$ cat src/rtl/lfsr_pkg.sv
// Purpose: shared constants and helpers for the Fibonacci LFSR symbol source.
// Latency: none (package; constants and pure functions only).
// Backpressure: none.
package lfsr_pkg;

  // Signed 1s17 levels of the 4-level symbol alphabet (+/-0.25, +/-0.75).
  localparam logic [17:0] SYM_M3 = 18'h28000;  // -0.75
  localparam logic [17:0] SYM_M1 = 18'h38000;  // -0.25
  localparam logic [17:0] SYM_P1 = 18'h08000;  // +0.25
  localparam logic [17:0] SYM_P3 = 18'h18000;  // +0.75

  // Only these lengths have a known two-tap maximal-length polynomial here.
  function automatic bit width_supported(input int width);
    case (width)
      7, 15, 22, 23, 31: return 1'b1;
      default:           return 1'b0;
    endcase
  endfunction

  // Second feedback tap (1-based) for each supported length; the first tap
  // is always the MSB. Unsupported widths return 1 only so that indexing
  // stays legal while the elaboration check reports the real problem.
  function automatic int tap_of(input int width);
    case (width)
      7:       return 6;
      15:      return 14;
      22:      return 21;
      23:      return 18;
      31:      return 28;
      default: return 1;
    endcase
  endfunction

  // Gray mapping: adjacent levels differ in exactly one bit.
  function automatic logic [17:0] pam4_map(input logic [1:0] bits);
    case (bits)
      2'b00:   return SYM_M3;
      2'b01:   return SYM_M1;
      2'b11:   return SYM_P1;
      default: return SYM_P3;
    endcase
  endfunction

endpackage

$ cat src/rtl/lfsr_prbs_gen_sps_divider.sv
// Purpose: samples-per-symbol divider; counts en cycles 0..SPS-1.
// Latency: tc is combinational on the current count and en.
// Backpressure: en low freezes the count; clr forces it back to 0.
// Ports: clk, reset (sync, active-high), en (advance), clr (restart symbol),
//        tc (high on the en cycle that completes a symbol).
module sps_divider
  import lfsr_pkg::*;
#(
  parameter int SPS = 4
) (
  input  logic clk,
  input  logic reset,
  input  logic en,
  input  logic clr,
  output logic tc
);

  localparam int CW = (SPS > 1) ? $clog2(SPS) : 1;
  localparam logic [CW-1:0] LAST = CW'(SPS - 1);

  logic [CW-1:0] div_cnt;

  assign tc = en && (div_cnt == LAST);

  always_ff @(posedge clk) begin
    if (reset || clr) begin
      div_cnt <= '0;
    end else if (tc) begin
      div_cnt <= '0;
    end else if (en) begin
      div_cnt <= div_cnt + CW'(1);
    end
  end

endmodule

$ cat src/rtl/lfsr_prbs_gen.sv
// Purpose: parametrised Fibonacci LFSR driving a Gray-coded 4-level 1s17
//          symbol, with seed load, wrap detection and period measurement.
// Latency: one clock from the step cycle (or load) to updated outputs.
// Backpressure: en low holds the divider and LFSR; load acts regardless of en.
// Ports: clk, reset (sync, active-high), en, load, seed_in -> state, sym_out,
//        sym_stb, wrap, period_len, lockup (all registered).
module lfsr_prbs_gen
  import lfsr_pkg::*;
#(
  parameter int               WIDTH = 22,
  parameter logic [WIDTH-1:0] SEED  = {WIDTH{1'b1}},
  parameter int               SPS   = 4
) (
  input  logic             clk,
  input  logic             reset,
  input  logic             en,
  input  logic             load,
  input  logic [WIDTH-1:0] seed_in,
  output logic [WIDTH-1:0] state,
  output logic [17:0]      sym_out,
  output logic             sym_stb,
  output logic             wrap,
  output logic [WIDTH-1:0] period_len,
  output logic             lockup
);

  localparam int T = tap_of(WIDTH);

  if (!width_supported(WIDTH)) begin : g_bad_width
    $error("lfsr_prbs_gen: unsupported WIDTH %0d", WIDTH);
  end
  if (SPS < 1) begin : g_bad_sps
    $error("lfsr_prbs_gen: SPS must be at least 1");
  end
  if (SEED == '0) begin : g_bad_seed
    $error("lfsr_prbs_gen: SEED must be nonzero");
  end

  logic             step;
  logic [WIDTH-1:0] state_nxt;
  logic [WIDTH-1:0] seed_act;   // seed the current period is measured against
  logic [WIDTH-1:0] step_cnt;   // steps since the last seed hit
  logic [WIDTH-1:0] load_val;
  logic             load_zero;

  // A load restarts the symbol, so it also restarts the divider.
  sps_divider #(
    .SPS (SPS)
  ) u_div (
    .clk   (clk),
    .reset (reset),
    .en    (en),
    .clr   (load),
    .tc    (step)
  );

  assign state_nxt = {state[WIDTH-2:0], state[WIDTH-1] ^ state[T-1]};

  // A zero seed would lock the LFSR at zero forever; fall back to SEED.
  assign load_zero = (seed_in == '0);
  assign load_val  = load_zero ? SEED : seed_in;

  always_ff @(posedge clk) begin
    if (reset) begin
      state      <= SEED;
      seed_act   <= SEED;
      sym_out    <= pam4_map(SEED[1:0]);
      sym_stb    <= 1'b0;
      wrap       <= 1'b0;
      lockup     <= 1'b0;
      period_len <= '0;
      step_cnt   <= '0;
    end else begin
      sym_stb <= 1'b0;
      wrap    <= 1'b0;
      lockup  <= 1'b0;
      if (load) begin
        state    <= load_val;
        seed_act <= load_val;
        sym_out  <= pam4_map(load_val[1:0]);
        lockup   <= load_zero;
        step_cnt <= '0;
      end else if (step) begin
        state   <= state_nxt;
        sym_out <= pam4_map(state_nxt[1:0]);
        sym_stb <= 1'b1;
        // step_cnt+1 never exceeds 2^WIDTH-1, so the period always fits.
        if (state_nxt == seed_act) begin
          wrap       <= 1'b1;
          period_len <= step_cnt + WIDTH'(1);
          step_cnt   <= '0;
        end else begin
          step_cnt <= step_cnt + WIDTH'(1);
        end
      end
    end
  end

endmodule

$ cat config.mk
export PLATFORM = sky130hd
export DESIGN_NAME = lfsr_prbs_gen
export DESIGN_NICKNAME = d
export VERILOG_FILES = /design/src/rtl/lfsr_pkg.sv /design/src/rtl/lfsr_prbs_gen_sps_divider.sv /design/src/rtl/lfsr_prbs_gen.sv
export SDC_FILE = /design/constraint.sdc
export NUM_CORES = 1
export LEC_CHECK = 0
export ABC_AREA = 1
export ABC_CLOCK_PERIOD_IN_PS = 4600
export CORE_MARGIN = 2
export CORE_UTILIZATION = 56
export DETAILED_ROUTE_END_ITERATION = 8
export PLACE_DENSITY = 0.95
export SYNTH_ARGS = -nofsm -noshare
export SYNTH_HDL_FRONTEND = slang
export SYNTH_SLANG_ARGS = --single-unit
$ cat constraint.sdc
create_clock -name clk -period 4.6 [get_ports clk]
set_input_delay 0.92 -clock clk [delete_from_list [all_inputs] [get_ports clk]]
set_output_delay 0.92 -clock clk [all_outputs]
set_load 0.005 [all_outputs]
==> flow_summary.rst, run 1 <==
.. list-table::
   :header-rows: 1

   * - Metric
     - Value
   * - Full die area
     - 9080 µm²
   * - Largest stage delay on the critical path
     - 0.59 ns
   * - Routability congestion estimate from global placement
     - 0.877
   * - FF/Latch Area
     - 1900 µm²
   * - Launch point of the worst reg-to-reg path
     - u_div.div_cnt[0]$_SDFFE_PP0P_
   * - Kind of cell adding the most delay to the critical path
     - buffers and inverters
   * - Clock Root Buffer
     - clkbuf_8
   * - Worst skew pair latency
     - 0.37 ns
   * - Timing startpoint of the critical path
     - load
   * - Total grt overflow
     - 0
   * - Largest net degree at the start of global routing
     - 42
   * - Mapped cell area
     - 4660 µm²
   * - First-pass iteration count of the detailed router
     - 7
   * - Number of H-tree levels
     - 3
   * - Number of hold violations in the final report
     - 0
   * - Reg2reg setup slack
     - 1.97 ns
   * - Leading post-synthesis cells by instance count
     - 214 x nand2_1, 95 x dfxtp_1, 91 x inv_1, 75 x nor2_1, 40 x nand4_1
   * - Worst setup path category
     - in2reg
   * - Ports placed on the boundary
     - 91
   * - Final TNS setup
     - 0 ns
   * - Number of global-route vias before repair
     - 4443
   * - Sequential cell fraction of total power
     - 51.0%
   * - Area share of the leading cell type in the synthesized netlist
     - 40.8%
   * - Async set-reset flop share out of synthesis
     - 0%
   * - Minimum hold slack
     - 0.476 ns
   * - Area taken by multi-input logic gates
     - 2220 µm²
   * - EDFF count, synth
     - 0
   * - Power per cell area
     - 307 nW/µm²
   * - Headroom to the max-slew limit
     - 48.7%
   * - Cell internal power dissipation
     - 1.30 mW
   * - Wire length per cell after detailed routing
     - 13.2 µm
   * - Worst-Margin Slew
     - 0.768 ns
   * - Worst vdd rail ir drop
     - 0.190 mV
   * - Pleak
     - 2.63 nW
   * - TritonCTS clock tree
     - built
   * - GR Util All Layers
     - 26.3%
   * - Most common flop cell mapped by yosys
     - dfxtp_1
   * - Clock slew seen by the registers of the worst setup and hold paths
     - 0.09 ns
   * - Cell taking the most area after synthesis
     - dfxtp_1
   * - Number of antenna repair diodes
     - 0
   * - CP Max Fanout
     - 23
   * - Number of standard cells in the final layout excluding fillers
     - 860
   * - Number of hold buffers added after cts
     - 0
   * - Drt initial violations
     - 247
   * - CP Launch Type
     - input port
   * - Seq cells post-synth
     - 95
   * - Share of final-layout standard cells stronger than drive strength 1
     - 4.24%
   * - Number of cells after detailed placement
     - 844
   * - Hold Path Class
     - reg2reg
   * - Required time of the critical path
     - 4.89 ns
   * - Critical path, cell by cell
     - clkdlybuf4s50_1 -> inv_1 -> nand2_1 -> inv_1 -> nand2_1 -> inv_1 -> nand2_1 -> o21ai_0
   * - Crit path DAT
     - 3.59 ns
   * - Estimated wirelength of the detail-placed design
     - 7.99 mm
   * - # nets final
     - 778
   * - Post-Synthesis Mean Instance Area
     - 6.76 µm²
   * - Slack of the critical path
     - 1.30 ns
   * - Shortest clock period the worst path allows after layout
     - 3.30 ns
   * - Pre-CTS worst setup slack
     - 1.01 ns
   * - Cell count of the worst reg-to-reg path
     - 8
   * - Port Buffers
     - 74
   * - Aggregate routed wire length
     - 11.3 mm
   * - Number of library cell types mapped by synthesis
     - 33
   * - Layout-stage area growth over the synthesis result
     - 20.5%
   * - X dimension of the die
     - 95.3 µm
   * - Sw frac
     - 24.6%
   * - Worst path bufs/invs
     - 4
   * - Number of logic stages on the critical path including buffering
     - 8
   * - Proportion of power drawn by the clock network
     - 38.5%
   * - Number of antenna violations at the first check in global routing
     - 0
   * - Fmax
     - 303 MHz
   * - Max-slew violations
     - 0
   * - Post-route fraction of the period consumed by the critical path
     - 71.8%
   * - Num CTS Buffers
     - 9
   * - Count of filler cells inserted in the layout
     - 645
   * - Core Area
     - 8130 µm²
   * - Critical path endpoint
     - step_cnt[0]$_SDFFE_PP0P_
   * - Setup violations, final
     - 0
   * - Result of the run
     - complete, no violations
   * - Initial Utilization
     - 57.3%
   * - Max Clock Skew
     - 0.0122 ns
   * - # rows
     - 33
   * - Post-Synthesis Cells
     - 690
   * - Part of the Yosys area used for sequential elements
     - 40.8%
   * - Floorplan die height
     - 95.3 µm
   * - Final core area utilization
     - 69.1%
   * - Setup bufs post-CTS
     - 0
   * - CP max stage cell
     - inv_1
   * - Detailed-route via count
     - 4602
   * - Switch Pwr
     - 0.425 mW
   * - Remaining antenna violation count after routing
     - 0
   * - Cell with the most instances after synthesis
     - nand2_1
   * - Resized cells post-CTS
     - 0
   * - Unrepaired setup endpoints after global routing
     - false
   * - Clock sinks
     - 95
   * - Via density per instance
     - 5.35
   * - Largest cells by area after synthesis
     - dfxtp_1 41%, nand2_1 17%, inv_1 7.3%, nor2_1 6.0%, nand4_1 5.4%
   * - Maxcap violations
     - 0
   * - DRC violation count after routing
     - 0
   * - Clk buf depth
     - 2
   * - First-pass GRT wire length
     - 19.1 mm
   * - End of the worst register-to-register path
     - step_cnt[0]$_SDFFE_PP0P_
   * - Type of element capturing the critical path
     - register
   * - Comb pwr share
     - 10.4%
   * - Yosys Warn Count
     - 0
==> tightest hold or removal path: stages, from the launching register on <==
cell	delay [ns]
dfxtp_1	0.33
nand2_1	0.06
nand2_1	0.05
==> state kept, by name (all words and copies together) (netlist names) <==
name and count:
state 22, period_len 22, step_cnt 22, lockup 1, u_div.div_cnt 2, sym_stb 1, wrap 1, seed_act 22
sym_out 2
==> cells in the final DEF (no fill, tap or decap), types with 3 or more instances in the layout <==
cell	instances
nand2_1	214
dfxtp_1	95
inv_1	91
nor2_1	74
clkdlybuf4s50_1	74
nand4_1	40
nand3_1	29
a21oi_1	23
conb_1	16
o211ai_1	15
xor2_1	12
xnor2_1	9
o21ai_0	9
clkbuf_8	9
o22ai_1	8
buf_4	4
nand2_2	3
nor2_2	3
o21ai_1	3
bufinv_16	3
==> power by group through the flow <==
stage | sequential (mW) | combinational (mW) | clock [mW]
final | 0.880 | 0.180 | 0.664
after global routing | 0.884 | 0.200 | 0.705
after CTS | 0.879 | 0.179 | 0.672
after detailed placement | 0.898 | 0.177 | 0
after global placement | 0.896 | 0.170 | 0
after floorplan | 0.892 | 0.109 | 0
==> layer usage <==
metal  up-vias  part of all wire (%)  GRT usage, %
li1       2250                     -             -
met3        27                   6.2          4.11
met1      2126                    42          31.0
met4         0                   2.7          13.4
met5         -                     0             0
met2       199                    49          46.0
==> how the worst min path moves through the flow <==
stage,start,to,slack [ns],depth (start not counted)
finish,step_cnt[21]$_SDFFE_PP0P_,step_cnt[21]$_SDFFE_PP0P_,0.48,2
global placement,step_cnt[21]$_SDFFE_PP0P_,step_cnt[21]$_SDFFE_PP0P_,0.46,2
CTS,step_cnt[21]$_SDFFE_PP0P_,step_cnt[21]$_SDFFE_PP0P_,0.48,2
global route,step_cnt[21]$_SDFFE_PP0P_,step_cnt[21]$_SDFFE_PP0P_,0.49,2
floorplan,step_cnt[21]$_SDFFE_PP0P_,step_cnt[21]$_SDFFE_PP0P_,0.44,2
detailed placement,step_cnt[21]$_SDFFE_PP0P_,step_cnt[21]$_SDFFE_PP0P_,0.46,2
==> final cells by class <==
| cell class | count | share of cell area, % |
|---|---|---|
| inverter | 94 | 6.28 |
| clock buffer | 9 | 2.20 |
| multi-input combinational | 472 | 39.5 |
| sequential | 95 | 33.8 |
| timing repair buffer | 78 | 13.7 |
| clock inverter | 7 | 2.14 |
| tap | 105 | 2.34 |
==> cells by family (layout without fill, tap and decap cells) <==
group	count (synthesis)	in the layout	share of synthesized area (%)
xor+xnor	21	21	3.94
buf+inv	137	188	12.8
simple gates	373	373	34.1
flops	95	95	40.8
fa+ha+maj	2	2	0.536
compound gates	59	59	7.43
mux	1	1	0.215
other cells	2	16	0.161
==> metrics by stage <==
step	power (mW)	instance area (µm²)
floorplan	1.00	4720
global placement	1.07	5380
detailed placement	1.07	5380
CTS	1.73	5620
global route	1.79	5620
finish	1.72	5620
(Power assumes the default switching activity.)
==> run 2, diff against run 1 <==
--- a/config.mk
+++ b/config.mk
@@ -6,11 +6,11 @@
 export NUM_CORES = 1
 export LEC_CHECK = 0
 export ABC_AREA = 1
-export ABC_CLOCK_PERIOD_IN_PS = 4600
+export ABC_CLOCK_PERIOD_IN_PS = 3000
 export CORE_MARGIN = 2
-export CORE_UTILIZATION = 56
+export CORE_UTILIZATION = 47
 export DETAILED_ROUTE_END_ITERATION = 8
-export PLACE_DENSITY = 0.95
+export PLACE_DENSITY = 0.86
 export SYNTH_ARGS = -nofsm -noshare
 export SYNTH_HDL_FRONTEND = slang
 export SYNTH_SLANG_ARGS = --single-unit
==> constraint.sdc (replaced) <==
create_clock -name clk -period 3 [get_ports clk]
set_input_delay 0.6 -clock clk [delete_from_list [all_inputs] [get_ports clk]]
set_output_delay 0.6 -clock clk [all_outputs]
set_load 0.005 [all_outputs]
==> run 2 against run 1 <==
Power rose by 42%. Utilization down 10 points. Largest power group unchanged. Register-to-register slack got worse by 0.99 ns. Highest routed layer unchanged. Clock-buffer cell count unchanged. First-iteration DRC count up 20%. Non-clock buffer count increased by 11. Critical path depth stayed put. Clock skew up 0.0078 ns. Routed wire length shrank 1.9%. Setup slack got worse by 0.32 ns. Combinational power rose by 56%. Critical endpoint is now step_cnt[10]$_SDFFE_PP0P_.
==> flow_summary.rst, run 2 (synthesized netlist as in run 1, its figures left out) <==
.. list-table::
   :header-rows: 1

   * - Metric
     - Value
   * - Clk buf depth
     - 2 (unchanged)
   * - Estimated wirelength of the detail-placed design
     - 8.06 mm (+0.79%)
   * - Pleak
     - 2.67 nW (+1.2%)
   * - Full die area
     - 10700 µm² (+18%)
   * - Worst skew pair latency
     - 0.38 ns (about the same)
   * - Layout-stage area growth over the synthesis result
     - 21.8%
   * - Largest net degree at the start of global routing
     - 42 (unchanged)
   * - # rows
     - 36 (+9.1%)
   * - Required time of the critical path
     - 3.30 ns (-1.59 ns)
   * - Maxcap violations
     - 0 (unchanged)
   * - Cell count of the worst reg-to-reg path
     - 9 (+1)
   * - Timing startpoint of the critical path
     - en
   * - Crit path DAT
     - 2.33 ns (-1.26 ns)
   * - Shortest clock period the worst path allows after layout
     - 2.02 ns
   * - CP Max Fanout
     - 12 (-48%)
   * - Core Area
     - 9680 µm² (+19%)
   * - Count of filler cells inserted in the layout
     - 878 (+36%)
   * - Number of antenna repair diodes
     - 0 (unchanged)
   * - Detailed-route via count
     - 4555 (-1.0%)
   * - Remaining antenna violation count after routing
     - 0 (unchanged)
   * - Hold Path Class
     - reg2reg
   * - Reg2reg setup slack
     - 0.98 ns (-0.99 ns)
   * - Result of the run
     - complete, no violations
   * - Wire length per cell after detailed routing
     - 12.4 µm (-6.1%)
   * - Setup bufs post-CTS
     - 0 (unchanged)
   * - Routability congestion estimate from global placement
     - 0.856 (-2.4%)
   * - Unrepaired setup endpoints after global routing
     - false
   * - Clock Root Buffer
     - clkbuf_8
   * - Final TNS setup
     - 0 ns (unchanged)
   * - Resized cells post-CTS
     - 0 (unchanged)
   * - Setup violations, final
     - 0 (unchanged)
   * - Critical path endpoint
     - step_cnt[10]$_SDFFE_PP0P_
   * - Final core area utilization
     - 58.6% (-10 points)
   * - Number of hold buffers added after cts
     - 0 (unchanged)
   * - Drt initial violations
     - 296 (+20%)
   * - First-pass GRT wire length
     - 18.7 mm (-1.8%)
   * - # nets final
     - 789 (+1.4%)
   * - CP Launch Type
     - input port
   * - Worst vdd rail ir drop
     - 0.278 mV (+46%)
   * - Clock sinks
     - 95 (unchanged)
   * - End of the worst register-to-register path
     - step_cnt[2]$_SDFFE_PP0P_
   * - Headroom to the max-slew limit
     - 56.3% (+7.5 points)
   * - Type of element capturing the critical path
     - register
   * - Num CTS Buffers
     - 9 (unchanged)
   * - Most frequent cells in the layout
     - 214 x nand2_1, 95 x dfxtp_1, 91 x inv_1
   * - Total grt overflow
     - 0 (unchanged)
   * - Number of global-route vias before repair
     - 4135 (-6.9%)
   * - DRC violation count after routing
     - 0 (unchanged)
   * - Number of hold violations in the final report
     - 0 (unchanged)
   * - Max Clock Skew
     - 0.0200 ns (+0.00784 ns)
   * - Power per cell area
     - 431 nW/µm² (+40%)
   * - Worst-Margin Slew
     - 0.655 ns (-0.113 ns)
   * - Ports placed on the boundary
     - 91 (unchanged)
   * - Via density per instance
     - 5.07 (-5.3%)
   * - Share of final-layout standard cells stronger than drive strength 1
     - 5.61% (+1.4 points)
   * - Post-route fraction of the period consumed by the critical path
     - 67.4%
   * - Number of antenna violations at the first check in global routing
     - 0 (unchanged)
   * - First-pass iteration count of the detailed router
     - 5 (-2)
   * - TritonCTS clock tree
     - built
   * - Launch point of the worst reg-to-reg path
     - state[5]$_SDFFE_PP1P_
   * - Clock slew seen by the registers of the worst setup and hold paths
     - 0.10 ns (about the same)
   * - Port Buffers
     - 74 (unchanged)
   * - Fmax
     - 494 MHz
   * - Most common cell after layout, fill and taps aside
     - nand2_1
   * - Aggregate routed wire length
     - 11.1 mm (-1.9%)
   * - X dimension of the die
     - 104 µm (+8.8%)
   * - Number of H-tree levels
     - 3 (unchanged)
   * - Worst setup path category
     - in2reg
   * - GR Util All Layers
     - 20.8% (-5.5 points)
   * - Initial Utilization
     - 48.2% (-9.2 points)
   * - Floorplan die height
     - 104 µm (+8.8%)
   * - Max-slew violations
     - 0 (unchanged)
-- run 2: layout make-up --
class	count	area [µm²]	area share, %
Multi-Input combinational cell	472	2220	39.1
Sequential cell	95	1900	33.5
Timing Repair Buffer	89	853	15.0
Inverter	94	353	6.21
Tap cell	133	166	2.93
Clock buffer	9	124	2.18
Clock inverter	7	62.6	1.10
-- run 2: through the flow --
| step | total power [mW] | worst slack [ns] | area (µm²) | hold slack, ns | instances |
|---|---|---|---|---|---|
| after CTS | 2.46 | 0.976 | 5680 | 0.478 | 899 |
| after global routing | 2.54 | 0.777 | 5680 | 0.488 | 899 |
| after detailed placement | 1.65 | 0.611 | 5490 | 0.463 | 883 |
| after global placement | 1.65 | 0.700 | 5490 | 0.454 | 883 |
| final | 2.45 | 0.978 | 5680 | 0.477 | 899 |
| after floorplan | 1.54 | 1.31 | 4720 | 0.443 | 704 |
-- run 2: routing by layer --
layer	up-vias	track usage (%)	routed length, µm
met5	-	0	0
met4	0	6.18	166
met3	26	5.73	727
met2	177	35.6	5400
met1	2076	25.6	4820
li1	2276	-	-
-- run 2: worst min path at each step --
stage | start | end | slack [ns] | cells after the start
2_1_floorplan | step_cnt[21]$_SDFFE_PP0P_ | step_cnt[21]$_SDFFE_PP0P_ | 0.44 | 2
3_3_place_gp | step_cnt[21]$_SDFFE_PP0P_ | step_cnt[21]$_SDFFE_PP0P_ | 0.45 | 2
3_5_place_dp | step_cnt[21]$_SDFFE_PP0P_ | step_cnt[21]$_SDFFE_PP0P_ | 0.46 | 2
4_1_cts | step_cnt[21]$_SDFFE_PP0P_ | step_cnt[21]$_SDFFE_PP0P_ | 0.48 | 2
5_1_grt | step_cnt[21]$_SDFFE_PP0P_ | step_cnt[21]$_SDFFE_PP0P_ | 0.49 | 2
6_report | step_cnt[21]$_SDFFE_PP0P_ | step_cnt[21]$_SDFFE_PP0P_ | 0.48 | 2
-- run 2: power breakdown --
part,internal [mW],switching (mW)
Clock,0.320,0.498
Combinational,0.136,0.145
Sequential,1.31,0.0437
-- run 2: critical path, cell delays in order --
cell	delay, ns
clkdlybuf4s50_1	0.49
nand2_1	0.18
nand2_1	0.11
inv_1	0.30
nand2_1	0.12
inv_1	0.33
nand2_1	0.09
o21ai_1	0.09
==> run 3, diff against run 2 <==
--- a/config.mk
+++ b/config.mk
@@ -6,11 +6,11 @@
 export NUM_CORES = 1
 export LEC_CHECK = 0
 export ABC_AREA = 1
-export ABC_CLOCK_PERIOD_IN_PS = 3000
+export ABC_CLOCK_PERIOD_IN_PS = 2000
 export CORE_MARGIN = 2
-export CORE_UTILIZATION = 47
+export CORE_UTILIZATION = 52
 export DETAILED_ROUTE_END_ITERATION = 8
-export PLACE_DENSITY = 0.86
+export PLACE_DENSITY = 0.9
 export SYNTH_ARGS = -nofsm -noshare
 export SYNTH_HDL_FRONTEND = slang
 export SYNTH_SLANG_ARGS = --single-unit
==> constraint.sdc (replaced) <==
create_clock -name clk -period 2 [get_ports clk]
set_input_delay 0.4 -clock clk [delete_from_list [all_inputs] [get_ports clk]]
set_output_delay 0.4 -clock clk [all_outputs]
set_load 0.005 [all_outputs]
==> run 3 against run 2 <==
Final cell count shrank 1.9%. Combinational power grew 51%. Worst hold slack gained 0.0073 ns. Sequential share of layout area shrank 0.59 points. Die area shrank 9.3%. Cell area grew 1.8%. Setup slack lost 0.79 ns. Critical endpoint is now state[0]. Critical path type is now reg2out. Highest routed layer unchanged. First-iteration DRC count shrank 19%. Clock power grew 88%. Utilization grew 7.6 points. Global-route usage grew 3.5 points. Non-clock buffer count grew 8.
==> flow_summary.rst, run 3 (synthesized netlist as in run 1, its figures left out) <==
.. list-table::
   :header-rows: 1

   * - Metric
     - Value
   * - Result of the run
     - complete, no violations
   * - Cell count of the worst reg-to-reg path
     - 9 (unchanged)
   * - Number of cells after detailed placement
     - 866 (-1.9%)
   * - Min-Delay Startpoint
     - step_cnt[21]$_SDFFE_PP0P_
   * - Largest net degree at the start of global routing
     - 27 (-36%)
   * - Initial Utilization
     - 53.5% (+5.3 points)
   * - Number of standard cells in the final layout excluding fillers
     - 882 (-1.9%)
   * - Fmax
     - 551 MHz
   * - Clock Root Buffer
     - clkbuf_8
   * - Clock sinks
     - 95 (unchanged)
   * - Core Area
     - 8720 µm² (-9.9%)
   * - Full die area
     - 9740 µm² (-9.3%)
   * - Pleak
     - 2.73 nW (+2.3%)
   * - Final TNS setup
     - 0 ns (unchanged)
   * - Ports placed on the boundary
     - 91 (unchanged)
   * - Largest stage delay on the critical path
     - 0.57 ns (+0.08 ns)
   * - TritonCTS clock tree
     - built
   * - Worst setup path category
     - reg2out
   * - Port Buffers
     - 74 (unchanged)
   * - Final core area utilization
     - 66.3% (+7.6 points)
   * - Sw frac
     - 24.0% (-4.0 points)
   * - Proportion of power drawn by the clock network
     - 38.6% (+5.2 points)
   * - Worst vdd rail ir drop
     - 0.357 mV (+29%)
   * - Switch Pwr
     - 0.959 mW (+40%)
   * - Post-DP Area
     - 5530 µm² (+0.75%)
   * - Number of H-tree levels
     - 3 (unchanged)
   * - Clock slew seen by the registers of the worst setup and hold paths
     - 0.09 ns (about the same)
   * - # nets final
     - 797 (+1.0%)
   * - Slack of the critical path
     - 0.185 ns (-0.793 ns)
   * - Launch point of the worst reg-to-reg path
     - state[18]$_SDFFE_PP1P_
   * - Number of antenna violations at the first check in global routing
     - 0 (unchanged)
   * - End of the worst register-to-register path
     - step_cnt[12]$_SDFFE_PP0P_
   * - GR Util All Layers
     - 24.3% (+3.5 points)
   * - Resized cells post-CTS
     - 0 (unchanged)
   * - Post-layout total power
     - 3.99 mW (+63%)
   * - Required time of the critical path
     - 1.60 ns (-1.70 ns)
   * - Number of hold buffers added after cts
     - 0 (unchanged)
   * - Wire length per cell after detailed routing
     - 13.1 µm (+5.9%)
   * - Share of final-layout standard cells stronger than drive strength 1
     - 6.46% (+0.85 points)
   * - Post-route fraction of the period consumed by the critical path
     - 90.8%
   * - Kind of cell adding the most delay to the critical path
     - buffers and inverters
   * - Num CTS Buffers
     - 9 (unchanged)
   * - Minimum hold slack
     - 0.485 ns (+0.00728 ns)
   * - CP Max Fanout
     - 7 (-5)
   * - Max-slew violations
     - 0 (unchanged)
   * - Shortest clock period the worst path allows after layout
     - 1.82 ns
   * - Detailed-route via count
     - 4642 (+1.9%)
   * - Number of global-route vias before repair
     - 4405 (+6.5%)
   * - Crit path DAT
     - 1.42 ns (-0.91 ns)
   * - Final instance area
     - 5780 µm² (+1.8%)
   * - Endpoint of the worst hold path
     - step_cnt[21]$_SDFFE_PP0P_
   * - Count of filler cells inserted in the layout
     - 718 (-18%)
   * - Sequential cell fraction of total power
     - 50.8% (-4.3 points)
   * - CP Launch Type
     - register
   * - Floorplan die height
     - 98.7 µm (-4.7%)
   * - Critical path, cell by cell
     - clkdlybuf4s50_1
   * - Unrepaired setup endpoints after global routing
     - false
   * - Total grt overflow
     - 0 (unchanged)
   * - Most common cell after layout, fill and taps aside
     - nand2_1
   * - DRC violation count after routing
     - 0 (unchanged)
   * - Clk buf depth
     - 2 (unchanged)
   * - Power per cell area
     - 690 nW/µm² (+60%)
   * - Cell internal power dissipation
     - 3.03 mW (+72%)
   * - First-pass iteration count of the detailed router
     - 5 (unchanged)
   * - Setup bufs post-CTS
     - 0 (unchanged)
   * - Hold Path Class
     - reg2reg
   * - Aggregate routed wire length
     - 11.6 mm (+3.9%)
   * - Remaining antenna violation count after routing
     - 0 (unchanged)
   * - First-pass GRT wire length
     - 19.4 mm (+3.8%)
   * - Maxcap violations
     - 0 (unchanged)
   * - Estimated wirelength of the detail-placed design
     - 8.19 mm (+1.7%)
   * - Comb pwr share
     - 10.6% (-0.9 points)
   * - Max Clock Skew
     - 0.0147 ns (-0.00527 ns)
   * - CP max stage cell
     - clkdlybuf4s50_1
   * - Type of element capturing the critical path
     - output port
   * - Pre-CTS worst setup slack
     - -0.0369 ns (-0.648 ns)
   * - Via density per instance
     - 5.26 (+3.9%)
   * - Routability congestion estimate from global placement
     - 0.930 (+8.6%)
   * - Most frequent cells in the layout
     - 214 x nand2_1, 95 x dfxtp_1, 91 x inv_1
   * - Reg2reg setup slack
     - 0.25 ns (-0.73 ns)
   * - Worst skew pair latency
     - 0.38 ns (about the same)
   * - X dimension of the die
     - 98.7 µm (-4.7%)
   * - Worst hold stages
     - 2 (unchanged)
   * - Number of hold violations in the final report
     - 0 (unchanged)
   * - # rows
     - 34 (-5.6%)
   * - Drt initial violations
     - 240 (-19%)
   * - Worst path bufs/invs
     - 1 (-2)
   * - Layout-stage area growth over the synthesis result
     - 23.9%
   * - Number of antenna repair diodes
     - 0 (unchanged)
   * - Setup violations, final
     - 0 (unchanged)
run 3: layout make-up:
cell class              count  area [µm²]  area share (%)
multi-input cells         472        2220            38.4
clock buffers              11         141            2.45
repair buffers             97         926            16.0
flip-flops and latches     95        1900            32.9
well taps                 108         135            2.34
inverters                  94         353            6.10
clock inverters             5         105            1.82
run 3: power groups by stage:
stage | clock network [mW] | registers, mW | logic, mW
floorplan | 0 | 2.05 | 0.250
global placement | 0 | 2.06 | 0.404
detailed placement | 0 | 2.06 | 0.417
CTS | 1.55 | 2.02 | 0.422
global route | 1.64 | 2.03 | 0.469
finish | 1.54 | 2.02 | 0.424
run 3: worst max path at each step:
| stage | from | endpoint | slack, ns | depth (start not counted) |
|---|---|---|---|---|
| CTS | state[0]$_SDFFE_PP1P_ | state[0] | 0.17 | 1 |
| floorplan | step_cnt[0]$_SDFFE_PP0P_ | period_len[10]$_SDFFE_PP0P_ | 0.50 | 8 |
| finish | state[0]$_SDFFE_PP1P_ | state[0] | 0.18 | 1 |
| detailed placement | seed_in[5] | seed_act[11]$_SDFFE_PP1P_ | -0.04 | 10 |
| global placement | en | period_len[20]$_SDFFE_PP0P_ | 0.06 | 7 |
| global route | state[17]$_SDFFE_PP1P_ | step_cnt[2]$_SDFFE_PP0P_ | 0.08 | 9 |
run 3: routing by layer:
layer  up-vias  global-route usage [%]  wire (µm)
met3        19                    3.90        734
met2       184                    42.4       5830
li1       2294                       -          -
met5         -                       0          0
met4         0                    10.6        218
met1      2145                    29.6       4780
